File: src/rtl/fp_mult_pkg.sv
// Shared constants and state encoding for the iterative FP multiplier.
// Also used by the round/pack stage.
package fp_mult_pkg;

    localparam int WIDTH     = 32;
    localparam int EXP_WIDTH = 8;
    localparam int SIG_WIDTH = 23;
    localparam int BIAS      = (1 << (EXP_WIDTH - 1)) - 1;
    localparam int EXP_ONES  = (1 << EXP_WIDTH) - 1;

    localparam int MW = SIG_WIDTH + 1;
    localparam int PW = 2 * MW;
    localparam int EW = EXP_WIDTH + 2;
    localparam int CW = $clog2(MW);

    localparam logic [WIDTH-1:0] QNAN = {
        1'b0, {EXP_WIDTH{1'b1}}, 1'b1, {(SIG_WIDTH - 1){1'b0}}
    };

    typedef enum logic [2:0] {
        IDLE,
        SPEC,
        MUL,
        NORM,
        DONE
    } state_t;

endpackage

File: src/rtl/fp_round_pack.sv
// Combinational normalise, round-to-nearest-even, range check and pack.
// Expects a product of two 1.x significands, i.e. a value in [1,4).
module fp_round_pack
    import fp_mult_pkg::*;
(
    input  logic                 sign,
    input  logic signed [EW-1:0] exp_in,
    input  logic [PW-1:0]        prod,
    output logic [WIDTH-1:0]     word
);

    logic [SIG_WIDTH-1:0] frac;
    logic                 guard;
    logic                 sticky;
    logic                 up;
    logic [SIG_WIDTH:0]   rnd;
    logic signed [EW-1:0] exp_n;
    logic signed [EW-1:0] exp_r;

    always_comb begin
        if (prod[PW-1]) begin
            frac   = prod[PW-2 -: SIG_WIDTH];
            guard  = prod[PW-2-SIG_WIDTH];
            sticky = |prod[PW-3-SIG_WIDTH:0];
            exp_n  = exp_in + EW'(1);
        end else begin
            frac   = prod[PW-3 -: SIG_WIDTH];
            guard  = prod[PW-3-SIG_WIDTH];
            sticky = |prod[PW-4-SIG_WIDTH:0];
            exp_n  = exp_in;
        end

        up  = guard & (sticky | frac[0]);
        rnd = {1'b0, frac} + {{SIG_WIDTH{1'b0}}, up};

        // carry-out leaves the fraction all-zero, only the exponent moves
        exp_r = rnd[SIG_WIDTH] ? exp_n + EW'(1) : exp_n;

        if (exp_r >= $signed(EW'(EXP_ONES)))
            word = {sign, {EXP_WIDTH{1'b1}}, {SIG_WIDTH{1'b0}}};
        else if (exp_r <= $signed(EW'(0)))
            word = {sign, {(WIDTH - 1){1'b0}}};
        else
            word = {sign, exp_r[EXP_WIDTH-1:0], rnd[SIG_WIDTH-1:0]};
    end

endmodule

File: src/rtl/fp_mult_core.sv
// Iterative single-precision multiplier: special-case bypass or
// LSB-first shift-add significand multiply, then round and pack.
module fp_mult_core
    import fp_mult_pkg::*;
(
    input  logic             clk,
    input  logic             rst_n,
    input  logic             in_valid,
    output logic             in_ready,
    input  logic [WIDTH-1:0] a,
    input  logic [WIDTH-1:0] b,
    input  logic             a_zero,
    input  logic             b_zero,
    input  logic             set_nan,
    input  logic             set_inf,
    output logic             out_valid,
    input  logic             out_ready,
    output logic [WIDTH-1:0] result
);

    state_t               state;
    state_t               nxt;
    logic                 sign;
    logic [EXP_WIDTH-1:0] ea;
    logic [EXP_WIDTH-1:0] eb;
    logic [MW-1:0]        ma;
    logic [MW-1:0]        mb;
    logic [PW-1:0]        acc;
    logic [CW-1:0]        cnt;
    logic                 fz;
    logic                 fnan;
    logic                 finf;
    logic                 accept;
    logic                 special;
    logic [MW:0]          sum;
    logic signed [EW-1:0] exp_base;
    logic [WIDTH-1:0]     spec_word;
    logic [WIDTH-1:0]     norm_word;

    assign accept  = in_valid & in_ready;
    assign special = set_nan | set_inf | a_zero | b_zero;
    assign sum     = {1'b0, acc[PW-1:MW]} + {1'b0, {MW{mb[0]}} & ma};

    assign exp_base = $signed({2'b00, ea}) + $signed({2'b00, eb})
                    - $signed(EW'(BIAS));

    always_comb begin
        if (fnan | (finf & fz))
            spec_word = QNAN;
        else if (finf)
            spec_word = {sign, {EXP_WIDTH{1'b1}}, {SIG_WIDTH{1'b0}}};
        else
            spec_word = {sign, {(WIDTH - 1){1'b0}}};
    end

    fp_round_pack u_round_pack (
        .sign   (sign),
        .exp_in (exp_base),
        .prod   (acc),
        .word   (norm_word)
    );

    always_ff @(posedge clk) begin
        if (!rst_n)
            state <= IDLE;
        else
            state <= nxt;
    end

    always_comb begin
        nxt = state;
        unique case (state)
            IDLE: if (accept) nxt = special ? SPEC : MUL;
            SPEC: nxt = DONE;
            MUL:  if (cnt == CW'(SIG_WIDTH)) nxt = NORM;
            NORM: nxt = DONE;
            DONE: if (out_valid && out_ready) nxt = IDLE;
            default: nxt = IDLE;
        endcase
    end

    always_ff @(posedge clk) begin
        if (!rst_n) begin
            in_ready  <= 1'b0;
            out_valid <= 1'b0;
            result    <= '0;
            sign      <= 1'b0;
            ea        <= '0;
            eb        <= '0;
            ma        <= '0;
            mb        <= '0;
            acc       <= '0;
            cnt       <= '0;
            fz        <= 1'b0;
            fnan      <= 1'b0;
            finf      <= 1'b0;
        end else begin
            in_ready <= (nxt == IDLE);
            unique case (state)
                IDLE: begin
                    if (accept) begin
                        sign <= a[WIDTH-1] ^ b[WIDTH-1];
                        ea   <= a[WIDTH-2 -: EXP_WIDTH];
                        eb   <= b[WIDTH-2 -: EXP_WIDTH];
                        ma   <= {1'b1, a[SIG_WIDTH-1:0]};
                        mb   <= {1'b1, b[SIG_WIDTH-1:0]};
                        acc  <= '0;
                        cnt  <= '0;
                        fz   <= a_zero | b_zero;
                        fnan <= set_nan;
                        finf <= set_inf;
                    end
                end
                SPEC: result <= spec_word;
                MUL: begin
                    acc <= {sum, acc[MW-1:1]};
                    mb  <= {1'b0, mb[MW-1:1]};
                    cnt <= cnt + CW'(1);
                end
                NORM: result <= norm_word;
                DONE: begin
                    if (!out_valid)
                        out_valid <= 1'b1;
                    else if (out_ready)
                        out_valid <= 1'b0;
                end
                default: ;
            endcase
        end
    end

endmodule
File: config.mk
export PLATFORM = sky130hd
export DESIGN_NAME = fp_mult_core
export DESIGN_NICKNAME = d
export VERILOG_FILES = /design/src/rtl/fp_mult_pkg.sv /design/src/rtl/fp_round_pack.sv /design/src/rtl/fp_mult_core.sv
export SDC_FILE = /design/constraint.sdc
export NUM_CORES = 1
export LEC_CHECK = 0
export BUFFER_PORTS_ARGS = -buffer_cell sky130_fd_sc_hd__buf_2
export CAP_MARGIN = 15
export CORE_MARGIN = 1
export CORE_UTILIZATION = 60
export DETAILED_ROUTE_END_ITERATION = 6
export HOLD_SLACK_MARGIN = 0.1
export PLACE_DENSITY = 0.85
export SLEW_MARGIN = 20
export SYNTH_ARGS = -nofsm -noshare
export SYNTH_HDL_FRONTEND = slang
export SYNTH_SLANG_ARGS = --single-unit
export TNS_END_PERCENT = 5
File: constraint.sdc
create_clock -name clk -period 9.69 [get_ports clk]
set_input_delay 1.938 -clock clk [delete_from_list [all_inputs] [get_ports clk]]
set_output_delay 1.938 -clock clk [all_outputs]
set_load 0.02 [all_outputs]
* Yosys cells after proc, flatten, opt, wreduce, memory -nomap -nowiden
Index checks and enable logic that the tools add are counted.
** Storage, ports and cells
- Register bits :: 158
- Bits of input ports :: 72
- Logic and storage cells :: 73
** Operators by class
- $add $sub $neg :: 7
- Magnitude comparators :: 2
- Equal/unequal tests :: 6
- Multiplexer cells :: 23
- Bitwise gates (word level) :: 11
- Reductions and logical operators :: 10
** Operators with widths (count)
- 48-bit one-hot mux with 2 select lines :: 1
- 31-bit 2-to-1 mux :: 3
- 32-bit one-hot mux with 2 select lines :: 1
- 48-bit 2-to-1 mux :: 1
- 24-bit one-hot mux with 2 select lines :: 1
- 32-bit 2-to-1 mux :: 1
- 24-bit by 24-bit adder with 25-bit output :: 1
- 23-bit by 1-bit adder with 24-bit output :: 1
- 24-bit bitwise AND :: 1
- 24-bit 2-to-1 mux :: 1
- 23-bit 2-to-1 mux :: 1
- 23-bit OR reduction :: 1
- 22-bit OR reduction :: 1
- 10-bit by 2-bit adder with 10-bit output, second input constant :: 2
- 10-bit 2-to-1 mux :: 2
- 3-bit one-hot mux with 4 select lines :: 1
- 10-bit by 9-bit greater-or-equal comparator with 1-bit output, second input constant :: 1
- 10-bit by 1-bit less-or-equal comparator with 1-bit output, second input constant :: 1
- 5-bit one-hot mux with 2 select lines :: 1
- 9-bit by 7-bit subtractor with 10-bit output, second input constant :: 1
- 8-bit by 8-bit adder with 9-bit output :: 1
- 3-bit 2-to-1 mux :: 3
- 3-bit by 2-bit == test with 1-bit output, second input constant :: 2
- 3-bit zero test :: 2
- other kinds (15) :: 27

* Longest topological paths before layout
Gate-level depths: netlist of run 1.
- Depth after elaboration :: 10
- Depth in mapped cells :: 16

* Hierarchy
A second synthesis of run 1 with hierarchy kept.
** Second synthesis, totals
- Cells, all modules :: 1250
- Area total of the unflattened synthesis :: 9915.8 um^2
** Modules (own cells, without submodules)
- fp_mult_core :: instances 1, cells each 963, area an instance 7802.5 um^2
- fp_round_pack :: instances 1, cells each 287, area an instance 2113.3 um^2

* Worst setup path before layout of run 1
No wires, ideal clock.
- Kind :: reg-to-reg
- From :: register ea[1]
- To :: register result[25]
- Library setup time :: 0.106 ns
- Data arrival time :: 3.657 ns
- Required time :: 9.584 ns
- Slack :: 5.927 ns
- Cell stages (with the launch flop) :: 14
- Path buffers :: 0
- Period minus slack after synthesis :: 3.763 ns
- Cell sequence :: dfxtp_1 -> ha_1 -> ha_1 -> fa_1 -> nand4b_1 -> xnor2_1 -> xnor2_1 -> and3_1 -> mux2i_1 -> or3_1 -> o31ai_1 -> a2bb2o_2 -> or2_1 -> o311ai_0
** Between the ends
- Word-level cells in the longest chain between the ends :: 10
** Ends and longest elaborated chain
- start: declaration :: line fp_mult_core.sv:24 : logic [EXP_WIDTH-1:0] ea;
- start signal: assignment :: line fp_mult_core.sv:103 : ea <= a[WIDTH-2 -: EXP_WIDTH];
- 8-bit by 8-bit adder with 9-bit output (*) :: line fp_mult_core.sv:44 : assign exp_base = $signed({2'b00, ea}) + $signed({2'b00, eb})
- 9-bit by 7-bit subtractor with 10-bit output (*) :: line fp_mult_core.sv:45 : - $signed(EW'(BIAS));
- 10-bit by 2-bit adder with 10-bit output :: line fp_round_pack.sv:25 : exp_n = exp_in + EW'(1);
- 10-bit 2-to-1 mux (*) :: line fp_round_pack.sv:21 : if (prod[PW-1]) begin
- 10-bit by 2-bit adder with 10-bit output :: line fp_round_pack.sv:37 : exp_r = rnd[SIG_WIDTH] ? exp_n + EW'(1) : exp_n;
- 10-bit 2-to-1 mux (*) :: line fp_round_pack.sv:37
- 10-bit by 1-bit less-or-equal comparator with 1-bit output :: line fp_round_pack.sv:41 : else if (exp_r <= $signed(EW'(0)))
- 31-bit 2-to-1 mux :: line fp_round_pack.sv:41
- 31-bit 2-to-1 mux (*) :: line fp_round_pack.sv:39 : if (exp_r >= $signed(EW'(EXP_ONES)))
- 32-bit one-hot mux with 2 select lines (*) :: line fp_mult_core.sv:99 : unique case (state)
- end signal: assignment :: line fp_mult_core.sv:114 : SPEC: result <= spec_word;
- end signal: assignment :: line fp_mult_core.sv:120 : NORM: result <= norm_word;
- end: declaration :: line fp_mult_core.sv:18 : output logic [WIDTH-1:0] result
Every way passes the cells marked *; elsewhere a longest branch is shown, timed or not.
A chain may end at the register's enable or synchronous reset.

* Final worst setup path of run 1
Same ends and word-level chain as after synthesis.

==> results.md, run 1 <==
- Status: finished, final reports clean
- Worst-case clock skew: 0.00984 ns
- Setup slack, reg-to-reg: 5.53 ns
- Met3 wire length: ~1400 µm
- Synth cell types: 80
- First-pass GRT wire length: 35900 µm
- CP startpoint: ea[1]
- Clk Latency, worst-skew pair: 0.44 ns
- Max_cap viols: 0
- Routability cong.: about 0.95
- Clock Path Buffers: 2
- Worst Hold Depth: 2
- Clock Sink Count: 158
- Ys async rst share: 0%
- Iteration-0 DRC Markers: between 500 and 600
- Dominant synthesized flop cell: dfxtp_1
- Hpwl dp: between 10000 and 15000 µm
- Sequential share of the synthesized area: approximately a third
- Number of global-route vias before repair: about 7700
- Metal2 WL: between 10000 and 15000 µm
- Avg Inst Size Synth: 7.88 µm²
- R2R cell count: 13
- YS warnings: 0
- # diodes: 0
- # IOs: between 100 and 150
- CP Capture Type: flip-flop
- Vias/cell: around 6
- Layout area overhead: 12.9%
- EDFF count, synth: 0
- Postcts setup bufs: 0
- RSZ-0062 raised after global routing: false
- Syn_nets: between 1000 and 1500
- Drt wl/cell: around 15 µm
- Final antenna-violating net count: 0
- Row count: 44
- Hold crit path type: reg2reg
- Worst slew margin: 25.7%
- Critical path class: reg2reg
- FF+latch area: around 3200 µm²
- Post-route clock period utilization: between 40% and 50%
- Fillers: between 1000 and 1500
- DRC Markers: 0
- Largest net degree at the start of global routing: 107
- Drt total wl: roughly 22000 µm
- GRT Resource Usage Total: between 20 and 30%
- Fmax: between 200 and 250 MHz
- Power, Total: 1550 µW
- Cell area power density: ~150 nW/µm²
- Vias: between 8000 and 9000
- DRT Pass-1 Iters: 5
- Metal-1 WL: 9650 µm
- Reg2reg start: ea[1]
- Htree depth: 4
- Top Layer Used: met4
- Area occupied by multi-input gates: 5530 µm²
- Min Clock Period, post-route: 4.16 ns
- R2R Path End: result[25]
- Port Buffers: between 100 and 150
- Synthesized instance count: ~1100
- Grt ovf: 0
- Antenna violations before repair: 0
- Clk slew on worst S/H paths: approximately 0.07 ns
- Setup_tns: 0 ns
- Nature of the critical path startpoint: flip-flop
- Initial Util: 61.9%
- Final Max Slew Viols: 0
- Worst-Margin Slew: approximately 1.1 ns
- Fin nets: about 1300
- Chip Width: between 100 and 150 µm
- Flops & latches, synth: between 150 and 200
- Hold path endpoint: ma[7]
- Mapped cell area: around 9000 µm²
- Final Hold Vio Count: 0
- CTS tree: built
- Leak: around 0.0042 µW
- Critical Path RT: approximately 10 ns
- HP Start: ma[7]
- Die area: around 16000 µm²
- Hold-fix buffers at CTS: 0
- Worst path arrival time: approximately 4.5 ns
- Crit Path Max Fanout: 7
- Clock buffer count from CTS: 17
- Root buffer cell: clkbuf_16
- Share of cells above drive strength 1: between 10% and 20%
- Number of setup violations in the final report: 0
- VDD IR max: between 100 and 150 µV
- Post-CTS Resized: 0
- Core area: 14600 µm²
- Die Y: around 120 µm
-- through the flow --
step,utilization (%),instance area [µm²],cells,hold WS [ns],setup WS [ns]
after detailed placement,65.6,9570,1372,0.444,5.58
final,69.9,10200,1404,0.451,5.53
after floorplan,-,9040,1147,0.431,5.93
after global routing,69.9,10200,1404,0.471,5.33
after global placement,65.6,9570,1372,0.438,5.70
after CTS,69.9,10200,1404,0.453,5.56
-- power breakdown --
part / internal [µW] / switching (µW) / leakage, µW / total (µW)
Clock: 425 / 290 / 0.000301 / 715
Sequential: 669 / 12.3 / 0.00128 / 681
Combinational: 58.2 / 96.6 / 0.00262 / 155
-- cell usage after synthesis, types with 5 or more instances --
master | instances | share of area [%]
a21boi_0 | 5 | 0.42
nor3b_1 | 5 | 0.42
xnor2_1 | 25 | 2.4
dfxtp_1 | 158 | 35
nand3_1 | 52 | 2.9
and3_1 | 11 | 0.76
a311oi_1 | 27 | 2.6
and2_1 | 28 | 1.9
mux2_2 | 8 | 1.0
or2_2 | 6 | 0.42
clkbuf_1 | 58 | 2.4
a32o_1 | 6 | 0.66
nor2_1 | 81 | 3.4
inv_1 | 22 | 0.91
mux2i_1 | 10 | 1.1
nor3_1 | 11 | 0.61
a21oi_1 | 117 | 6.5
ha_1 | 43 | 6.0
nor2b_1 | 7 | 0.48
a211oi_1 | 9 | 0.75
nand2_1 | 232 | 9.6
and4_1 | 5 | 0.48
o31ai_1 | 5 | 0.42
nor4_1 | 9 | 0.62
nand2b_1 | 7 | 0.48
buf_1 | 6 | 0.25
xor2_1 | 23 | 2.2
a22o_1 | 21 | 2.0
o21ai_0 | 38 | 2.1
a31oi_1 | 10 | 0.69
a21o_1 | 15 | 1.2
nand4_1 | 8 | 0.55
o311ai_0 | 5 | 0.48
-- worst max path at each step --
stage,cells after the start,to,slack (ns)
after floorplan,13,result[25],5.93
after global placement,13,result[26],5.70
after detailed placement,13,result[25],5.58
after CTS,13,result[25],5.56
after global routing,13,result[25],5.33
final,13,result[25],5.53
-- final cells by class --
class | instances | area share [%]
clock buffer | 19 | 4.44
clock inverter | 13 | 1.72
tap | 184 | 2.26
timing repair buffer | 110 | 5.52
inverter | 22 | 0.822
sequential | 158 | 31.0
multi-input combinational | 898 | 54.2
-- sequential cells by signal (all words and copies together), names as in the netlist, 3 cells and up --
name	flops
acc	48
cnt	5
ea	8
eb	8
ma	24
mb	24
result	32
state	3
-- critical path: stages (launching register included) --
cell,delay (ns)
dfxtp_1,0.31
ha_1,0.29
ha_1,0.25
fa_1,0.60
nand4b_1,0.21
xnor2_1,0.68
xnor2_1,0.21
and3_1,0.17
mux2i_1,0.06
or3_1,0.31
o31ai_1,0.25
a2bb2o_2,0.33
or2_1,0.25
o311ai_0,0.12
-- metal layers --
layer / up-vias / track usage, %
li1: 4202 / -
met1: 3920 / 35.9
met2: 280 / 45.0
met3: 44 / 5.93
met4: 0 / 11.3
met5: - / 0
-- cells in the final DEF (no fill, tap or decap), types with 9 or more instances in the layout --
master	instances
ha_1	43
inv_1	21
a22o_1	21
nand3_1	52
buf_2	105
a21o_1	15
mux2i_1	10
nand2_1	230
o21ai_0	38
a21oi_1	117
nor2_1	80
nor3_1	11
and2_1	28
a211oi_1	9
xnor2_1	25
xor2_1	23
a311oi_1	27
clkbuf_16	17
a31oi_1	10
dfxtp_1	157
and3_1	11
-- kinds of logic (layout without fill, tap and decap cells) --
family / count (synthesis) / in the layout / synth area share [%]
xor+xnor: 50 / 50 / 5.08
flops: 158 / 158 / 35.0
fa+ha+maj: 45 / 45 / 6.40
buf+inv: 91 / 164 / 4.04
simple gates: 485 / 485 / 25.1
mux: 19 / 19 / 2.23
compound gates: 299 / 299 / 22.2
No activity file was read; power rests on OpenSTA's default activity.
==> inputs of run 2 (changes only) <==
--- a/config.mk
+++ b/config.mk
@@ -5,13 +5,14 @@
 export SDC_FILE = /design/constraint.sdc
 export NUM_CORES = 1
 export LEC_CHECK = 0
+export ABC_AREA = 1
 export BUFFER_PORTS_ARGS = -buffer_cell sky130_fd_sc_hd__buf_2
 export CAP_MARGIN = 15
 export CORE_MARGIN = 1
-export CORE_UTILIZATION = 60
+export CORE_UTILIZATION = 54
 export DETAILED_ROUTE_END_ITERATION = 6
 export HOLD_SLACK_MARGIN = 0.1
-export PLACE_DENSITY = 0.85
+export PLACE_DENSITY = 0.8
 export SLEW_MARGIN = 20
 export SYNTH_ARGS = -nofsm -noshare
 export SYNTH_HDL_FRONTEND = slang
==> constraint.sdc (replaced) <==
create_clock -name clk -period 3.4 [get_ports clk]
set_input_delay 0.68 -clock clk [delete_from_list [all_inputs] [get_ports clk]]
set_output_delay 0.68 -clock clk [all_outputs]
set_load 0.02 [all_outputs]
==> run 2 against run 1 <==
The run now ends with setup timing left. Synthesized cell count grew 27%. Clock power grew to 2.7 times the previous value. Sequential share of layout area fell by 2.4 points. Synthesized area increased by 4.4%. Count of clock-buffer cells in the layout fell by 1. Critical endpoint is now result[6].
==> results.md, run 2 <==
- Hold crit path type: reg2reg
- Layout area overhead: 17.2%
- Port Buffers: between 100 and 150
- Synth top cells by count: 436 x nand2_1, 158 x dfxtp_1, 145 x a21oi_1
- Sequential group share of total power: 41.0%
- Share of cells above drive strength 1: between 15 and 20%
- Worst path arrival time: between 3 and 4 ns
- Reg2reg start: eb[1]
- HP Start: ma[23]
- Number of global-route vias before repair: roughly 8400
- Leak: ~0.005 µW
- Cell taking the most area after synthesis: dfxtp_1
- Int Power: 3450 µW
- Clock Path Buffers: 2
- Flops & latches, synth: roughly 160
- Post-route clock period utilization: 102%
- Cell area power density: ~440 nW/µm²
- Clock Sink Count: 158
- Critical Path RT: about 3.8 ns
- Commonest non-fill, non-tap cell in the layout: nand2_1
- Synthesized instance count: 1462
- Share of the synthesized area in the top cell type: approximately a third
- Iteration-0 DRC Markers: 779
- Drt total wl: about 24000 µm
- Max_cap viols: 0
- Ys async rst share: 0%
- Largest net degree at the start of global routing: 69
- # IOs: about 110
- Area occupied by multi-input gates: ~5700 µm²
- Placed cell count: ~1700
- Min Clock Period, post-route: approximately 3.5 ns
- Crit Path Max Fanout: 6
- Nature of the critical path startpoint: flip-flop
- DRT Pass-1 Iters: 7
- Final antenna-violating net count: 0
- YS warnings: 0
- Setup_tns: -0.603 ns
- Switching power: 1440 µW
- Fillers: roughly 1500
- Biggest register: acc
- Hold path endpoint: ma[23]
- EDFF count, synth: 0
- Hpwl dp: around 16000 µm
- FF+latch area: around 3200 µm²
- Final Cell Area: roughly 11000 µm²
- RSZ-0062 raised after global routing: true
- Failing checks: setup timing
- Avg Inst Size Synth: between 6 and 7 µm²
- First-pass GRT wire length: approximately 38000 µm
- Setup slack, reg-to-reg: -0.08 ns
- Worst-case clock skew: between 0.01 and 0.015 ns
- Core area: about 17000 µm²
- Critical path class: reg2reg
- Fmax: around 290 MHz
- Post-route insts no fill: 1779
- Number of setup violations in the final report: 21
- Dominant synthesized flop cell: dfxtp_1
- Fin nets: approximately 1700
- Row count: 47
- Antenna violations before repair: 0
- Worst slew margin: between 40% and 50%
- Chip Width: 134 µm
- Worst Hold Depth: 1
- Gate power share: between 10% and 20%
- GRT Resource Usage Total: between 20% and 30%
- R2R cell count: 20
- Max FFs per register: 48
- VDD IR max: between 300 and 400 µV
- Status: finished with violations
- Drt wl/cell: 13.3 µm
- Largest registers: acc (48), result (32)
- Grt ovf: 0
- Syn_nets: approximately 1600
- Switch share: between 20% and 30%
- Die area: ~18000 µm²
- Worst-Margin Slew: roughly 0.8 ns
- Synth cell types: 44
- Routability cong.: 0.982
- CTS tree: built
- Setup ws final: -0.0809 ns
- Final Max Slew Viols: 0
- Clock power frac: 40.2%
- Cell with the most instances after synthesis: nand2_1
- Placed Area: 10100 µm²
- Clock buffer count from CTS: 17
- # diodes: 0
- Mapped cell area: 9430 µm²
- DRC Markers: 0
- Final Hold Vio Count: 0
- Sequential share of the synthesized area: 33.5%
- Vias: 9616
- Most frequent cells in the layout: 427 x nand2_1, 154 x dfxtp_1, 136 x a21oi_1, 132 x nor2_1, 130 x inv_1
- Root buffer cell: clkbuf_16
- Vias/cell: between 5 and 6
- R2R Path End: result[6]
- Initial Util: a little under three fifths
- Htree depth: 4
- Clk slew on worst S/H paths: ~0.06 ns
- Clk Latency, worst-skew pair: ~0.44 ns
- Die Y: approximately 130 µm
- CP Capture Type: flip-flop
- Synth area leaders: dfxtp_1 34%, nand2_1 17%, a21oi_1 7.7%
## run 2: cell types whose count changed in the layout (fill, tap and decap cells not counted), sizes merged, moves of 22 or more
cell    change
o21ai      +75
inv       +117
and2       -28
nand3      +36
a311oi     -26
a21oi      +28
nor2       +75
nand2     +213
xnor2      -22
## run 2: timing repair
action / in CTS / in global routing
gates resized for setup: 4 / 68
gates cloned: 0 / 5
endpoints found under the setup margin: 27 / 31
setup buffers: 0 / 5
pin swaps: 1 / 27
hold buffers: 0 / 0
## run 2: power by group through the flow
stage / sequential, µW / combinational (µW) / clock, µW
detailed placement: 2040 / 751 / 0
global route: 2020 / 1030 / 2070
finish: 2000 / 924 / 1960
floorplan: 2040 / 568 / 0
global placement: 2040 / 735 / 0
CTS: 2000 / 763 / 1990
## run 2: worst max-delay path by stage
stage / start / end / slack, ns / cells after the start
after floorplan: ea[1] / result[24] / 0.34 / 21
after global placement: ea[1] / result[22] / 0.08 / 20
after detailed placement: ea[1] / result[22] / -0.06 / 21
after CTS: ea[1] / result[24] / 0.0004 / 22
after global routing: eb[1] / result[6] / -0.28 / 20
final: eb[1] / result[6] / -0.08 / 20
## run 2: per-stage QoR
stage	power (µW)	setup WS [ns]	hold WS, ns	utilization [%]
final	4890	-0.0809	0.462	65.7
after global placement	2770	0.0776	0.447	59.8
after CTS	4750	0.000440	0.457	63.4
after floorplan	2600	0.338	0.433	-
after detailed placement	2790	-0.0599	0.453	59.8
after global routing	5110	-0.279	0.471	65.7
## run 2: area by class of cell
type / count / share of cell area, %
sequential: 158 / 28.7
tap: 220 / 2.49
timing repair buffer: 130 / 7.02
clock inverter: 12 / 1.47
multi-input combinational: 1097 / 51.4
clock buffer: 18 / 3.97
timing repair inverter: 1 / 0.0453
inverter: 143 / 4.95
## run 2: cell families (layout without fill, tap and decap cells)
logic type	Yosys count	in the layout	synth area share [%]
AO/OA/AOI/OAI	305	305	17.2
XOR/XNOR	17	17	1.58
adder cells (fa/ha/maj)	45	45	6.13
buffers and inverters	209	304	9.31
flip-flops	158	158	33.5
AND/OR/NAND/NOR	728	730	32.3
## run 2: layer usage
layer	share of wire, %	track usage, %
met5	0	0
met4	2.4	7.93
met3	6.5	4.76
met2	44	40.4
met1	47	34.9
## run 2: worst max-delay path, stage by stage (launching register included)
cell       delay [ns]
dfxtp_2          0.34
ha_4             0.24
ha_4             0.17
fa_2             0.59
nand2_1          0.07
nor2_1           0.10
nand2_1          0.10
inv_2            0.09
nand3_4          0.12
xor2_4           0.24
nand3_2          0.13
nor2_2           0.17
nand3_1          0.13
nand2_2          0.13
inv_1            0.06
nand2_1          0.09
nand2_2          0.10
nand2_8          0.12
clkbuf_16        0.15
nand3_1          0.09
a21oi_1          0.18
